[src/rtl/core_pkg.sv]
// Shared encodings for the register-bank datapath: arbiter state codes (also
// decoded by the 7-segment display) and the default bank word/address widths.
package core_pkg;

    localparam int DW_DEF = 4;
    localparam int AW_DEF = 2;

    typedef enum logic [1:0] {
        ARB_IDLE  = 2'd0,
        ARB_WRITE = 2'd1,
        ARB_ACK   = 2'd2,
        ARB_CLEAR = 2'd3
    } arb_state_e;

endpackage

[src/rtl/bank_wr_arbiter.sv]
// Round-robin arbiter for the register bank's single write port: port 0 is the
// core write-back path, port 1 the debug/load port, each on a four-phase req/ack.
module bank_wr_arbiter
    import core_pkg::*;
#(
    parameter int DW = DW_DEF,
    parameter int AW = AW_DEF
) (
    input  logic          clk,
    input  logic          rst,
    input  logic          req0,
    input  logic [AW-1:0] addr0,
    input  logic [DW-1:0] data0,
    output logic          ack0,
    input  logic          req1,
    input  logic [AW-1:0] addr1,
    input  logic [DW-1:0] data1,
    output logic          ack1,
    output logic          bank_we,
    output logic [AW-1:0] bank_addr,
    output logic [DW-1:0] bank_data,
    output logic          busy,
    output logic [1:0]    state_out
);

    arb_state_e    state_q, state_d;
    logic          gnt_q, gnt_d;
    logic          last_q, last_d;
    logic [AW-1:0] addr_q, addr_d;
    logic [DW-1:0] data_q, data_d;
    logic          we_q, we_d;
    logic          ack0_q, ack0_d;
    logic          ack1_q, ack1_d;
    logic          busy_q, busy_d;
    logic          win;
    logic          req_gnt;

    // On a tie the port that was not served last wins; otherwise the lone requester.
    assign win     = (req0 && req1) ? ~last_q : req1;
    assign req_gnt = gnt_q ? req1 : req0;

    always_comb begin
        state_d = state_q;
        gnt_d   = gnt_q;
        last_d  = last_q;
        addr_d  = addr_q;
        data_d  = data_q;
        unique case (state_q)
            ARB_IDLE: begin
                if (req0 || req1) begin
                    gnt_d   = win;
                    addr_d  = win ? addr1 : addr0;
                    data_d  = win ? data1 : data0;
                    state_d = ARB_WRITE;
                end
            end
            ARB_WRITE: state_d = ARB_ACK;
            ARB_ACK: begin
                if (!req_gnt) begin
                    last_d  = gnt_q;
                    state_d = ARB_CLEAR;
                end
            end
            ARB_CLEAR: state_d = ARB_IDLE;
            default:   state_d = ARB_IDLE;
        endcase

        // Outputs are decoded from the next state so they register alongside it.
        we_d   = (state_d == ARB_WRITE);
        ack0_d = (state_d == ARB_ACK) && !gnt_d;
        ack1_d = (state_d == ARB_ACK) && gnt_d;
        busy_d = (state_d != ARB_IDLE);
    end

    always_ff @(posedge clk or negedge rst) begin
        if (!rst) begin
            state_q <= ARB_IDLE;
            gnt_q   <= 1'b0;
            last_q  <= 1'b1;
            addr_q  <= '0;
            data_q  <= '0;
            we_q    <= 1'b0;
            ack0_q  <= 1'b0;
            ack1_q  <= 1'b0;
            busy_q  <= 1'b0;
        end else begin
            state_q <= state_d;
            gnt_q   <= gnt_d;
            last_q  <= last_d;
            addr_q  <= addr_d;
            data_q  <= data_d;
            we_q    <= we_d;
            ack0_q  <= ack0_d;
            ack1_q  <= ack1_d;
            busy_q  <= busy_d;
        end
    end

    assign bank_we   = we_q;
    assign bank_addr = addr_q;
    assign bank_data = data_q;
    assign ack0      = ack0_q;
    assign ack1      = ack1_q;
    assign busy      = busy_q;
    assign state_out = state_q;

endmodule

[config.mk]
export PLATFORM = sky130hd
export DESIGN_NAME = bank_wr_arbiter
export DESIGN_NICKNAME = d
export VERILOG_FILES = /design/src/rtl/core_pkg.sv /design/src/rtl/bank_wr_arbiter.sv
export SDC_FILE = /design/constraint.sdc
export NUM_CORES = 1
export LEC_CHECK = 0
export BUFFER_PORTS_ARGS = -buffer_cell sky130_fd_sc_hd__clkbuf_2
export CORE_UTILIZATION = 40
export DETAILED_ROUTE_END_ITERATION = 12
export GPL_TIMING_DRIVEN = 1
export PLACE_DENSITY = 0.75
export SLEW_MARGIN = 10
export SYNTH_ARGS = -nofsm -noshare
export SYNTH_HDL_FRONTEND = slang
export SYNTH_SLANG_ARGS = --single-unit
[constraint.sdc]
create_clock -name clk -period 1.5 [get_ports clk]
set_clock_uncertainty 0.15 [all_clocks]
set_input_delay 0.15 -clock clk [delete_from_list [all_inputs] [get_ports clk]]
set_output_delay 0.15 -clock clk [all_outputs]
set_load 0.02 [all_outputs]
==> metrics.md <==
| Metric | Value |
|---|---|
| Nets | `112` |
| Post-synth EDFFs | `0` |
| Flop2flop setup slack | `-0.01 ns` |
| Gate Count Post-Synth | `58` |
| Post-synth top flop | `dfrtp_1` |
| Ratio of cells with drive above 1 in the final layout | `0.533` |
| Clk slew on worst S/H paths | `0.08 ns` |
| Sequential share of the synthesized area | `0.542` |
| Initial Util | `0.430` |
| Crit path launch | `state_out[0]` |
| Max Freq | `661 MHz` |
| FILL cells | `128` |
| Avg WL per Cell | `12.2 um` |
| Antenna-violating nets left | `0` |
| GR Util met2 | `0.295` |
| Worst r2r src | `state_out[0]` |
| CTS Buf Count | `3` |
| Failing checks | `DRC, setup timing` |
| # setup viols final | `2` |
| DRC Markers | `1` |
| Root buffer cell | `clkbuf_4` |
| CTS tree | `yes` |
| #FFs+latches synth | `14` |
| GPL Wtd Cong | `0.751` |
| FF-to-FF End | `ack1` |
| Post-route cell area | `935 um2` |
| Relative slew margins | `0.705` |
| Data required time of the worst path | `1.53 ns` |
| CTS H-tree depth | `1` |
| Number of max-cap violations | `0` |
| Startpoint Class | `flop` |
| WL final | `1310 um` |
| Lkg Pwr | `0.464 nW` |
| Hold Path Class | `input port to flop` |
| Final worst setup slack | `-0.0120 ns` |
| Top cell type's share of synthesized area | `0.502` |
| Most used routing layer | `met2` |
| Largest net degree at the start of global routing | `15` |
| Die area | `1790 um2` |
| Vias in the first global route | `538` |
| Worst Setup End Kind | `flop` |
| VDD IR max | `0.00146 V` |
| Synthesized area | `648 um2` |
| Die X | `42.3 um` |
| First-pass GRT wire length | `2280 um` |
| Area grow syn2layout | `44.2%` |
| Hpwl dp | `960 um` |
| GRT met1 Usage | `0.204` |
| Final min period | `1.51 ns` |
| Fin util | `0.620` |
| Outcome | `finished, violations left` |
| Unrepaired setup endpoints after global routing | `true` |
| Placed Area | `845 um2` |
| Clock Latency Late Sink | `0.28 ns` |
| CTS Sinks | `14` |
| Critical path class | `flop to flop` |
| Largest area contributor in the netlist | `dfrtp_1` |
| Fin Hold WS | `0.00369 ns` |
| Post-synth ARST share | `1.00` |
| CP max FO | `3` |
| Met3 GRT Util | `0.0819` |
| Antenna violations before repair | `0` |
| Slew Limit Fails | `0` |
| Final setup TNS | `-0.0231 ns` |
| Crit share post-route | `1.01` |
| Cell total after placement | `102` |
| Worst r2r path cells | `5` |
| Clock Tree Buf Depth | `2` |
| Worst Max-Slew Pin Slew | `0.440 ns` |
| Die H | `42.3 um` |
| Grt ovf | `0` |
| DR vias | `531` |
| Num rows | `14` |
| Detailed Route Iter0 Violations | `3` |
| Diodes inserted | `0` |
| All-Layer GR Usage | `0.178` |
| Vias/cell | `4.92` |
| I/O pins | `28` |
| Core area | `1510 um2` |
| CP Capture Point | `ack1` |
| Syn Nets | `77` |
| CP Data Arrival Time | `1.54 ns` |
| DRT Pass-1 Iters | `7` |
| Power Density | `2200 nW/um2` |
| YS warnings | `0` |
| Non-Filler Instances | `108` |
| Netlist cell types | `20` |
| Total power | `2.06 mW` |
| DP Worst Slack | `-0.0198 ns` |
| Endpoints failing hold | `0` |
| Top cells by area, synth | `dfrtp_1, mux2i_1, ha_1` |
| IO Port Bufs | `27` |
| Average cell area after synthesis | `11.2 um2` |
==> worst min-delay path by stage <==
stage / depth (start not counted) / to / start / slack, ns
finish: 3 / bank_data[2] / data0[2] / 0.004
global route: 3 / bank_data[1] / data1[1] / 0.03
CTS: 3 / bank_data[2] / data0[2] / 0.001
detailed placement: 1 / bank_addr[0] / rst / -0.09
global placement: 1 / bank_addr[0] / rst / -0.08
floorplan: 0 / ack0 / rst / -0.30
==> cell type report <==
type	count	area, um2	area share
well taps	16	20.0	0.0214
multi-input cells	40	343	0.367
repair buffers	31	168	0.179
clock buffers	4	36.3	0.0388
inverters	3	13.8	0.0147
flip-flops and latches	14	354	0.379
==> kinds of logic after synthesis <==
kind of cell,count (synthesis),share of synthesized area
AO/OA/AOI/OAI,12,0.122
flip-flops,14,0.542
adder cells (fa/ha/maj),3,0.0579
buffers and inverters,4,0.0232
AND/OR/NAND/NOR,18,0.145
multiplexers,7,0.110
==> flip-flops by register name, summed over array words and instances (netlist names) <==
signal and flops:
bank_data 4, state_out 2, gnt_q 1, last_q 1
busy 1, bank_addr 2, bank_we 1, ack0 1
ack1 1
==> cell usage after synthesis (2+ instances only) <==
library cell / count
o21ai_0: 7
ha_1: 3
a21oi_1: 2
nand2_1: 7
mux2i_1: 6
nor2b_1: 3
nor2_1: 3
inv_1: 3
dfrtp_1: 13
==> critical path: stages (launching register included) <==
cell and delay [ns]:
dfrtp_2 0.43, inv_4 0.09, ha_2 0.20, nor2b_1 0.05
a311o_1 0.31, and3b_1 0.17
==> routing by layer <==
layer  routed length (um)  vias up
li1                     -      266
met5                    0        -
met4                   11        0
met3                   71        2
met1                  519      248
met2                  712       15
==> repair_timing <==
item / 4_1_cts / 5_1_grt
endpoints found under the hold margin: 14 / 0
gates cloned: 0 / 0
hold buffers: 1 / 0
buffers inserted: 1 / 0
resized for setup: 5 / 4
endpoints found under the setup margin: 2 / 5
pin swaps: 2 / 1
==> report_power, final <==
group          total, mW  internal (mW)  switching (mW)
logic               1.12          0.493           0.627
clock network      0.267          0.148           0.119
registers          0.671          0.573          0.0984
==> layout by cell type (no fill, tap or decap), drive strengths merged <==
| cell | Yosys | final |
|---|---|---|
| buf | 0 | 3 |
| a21oi | 2 | 2 |
| nor2b | 3 | 3 |
| nor2 | 3 | 3 |
| a21boi | 1 | 1 |
| dlygate4sd3 | 0 | 1 |
| nor4b | 1 | 1 |
| mux2i | 6 | 6 |
| or2 | 1 | 1 |
| mux2 | 1 | 1 |
| nor3b | 1 | 1 |
| dfrtp | 13 | 13 |
| nand2b | 1 | 1 |
| and3b | 1 | 1 |
| o21ai | 7 | 7 |
| a311o | 1 | 1 |
| nand2 | 7 | 7 |
| a211oi | 1 | 1 |
| ha | 3 | 3 |
| clkbuf | 1 | 31 |
| inv | 3 | 3 |
| dfstp | 1 | 1 |
No activity file was read; power rests on OpenSTA's default activity.
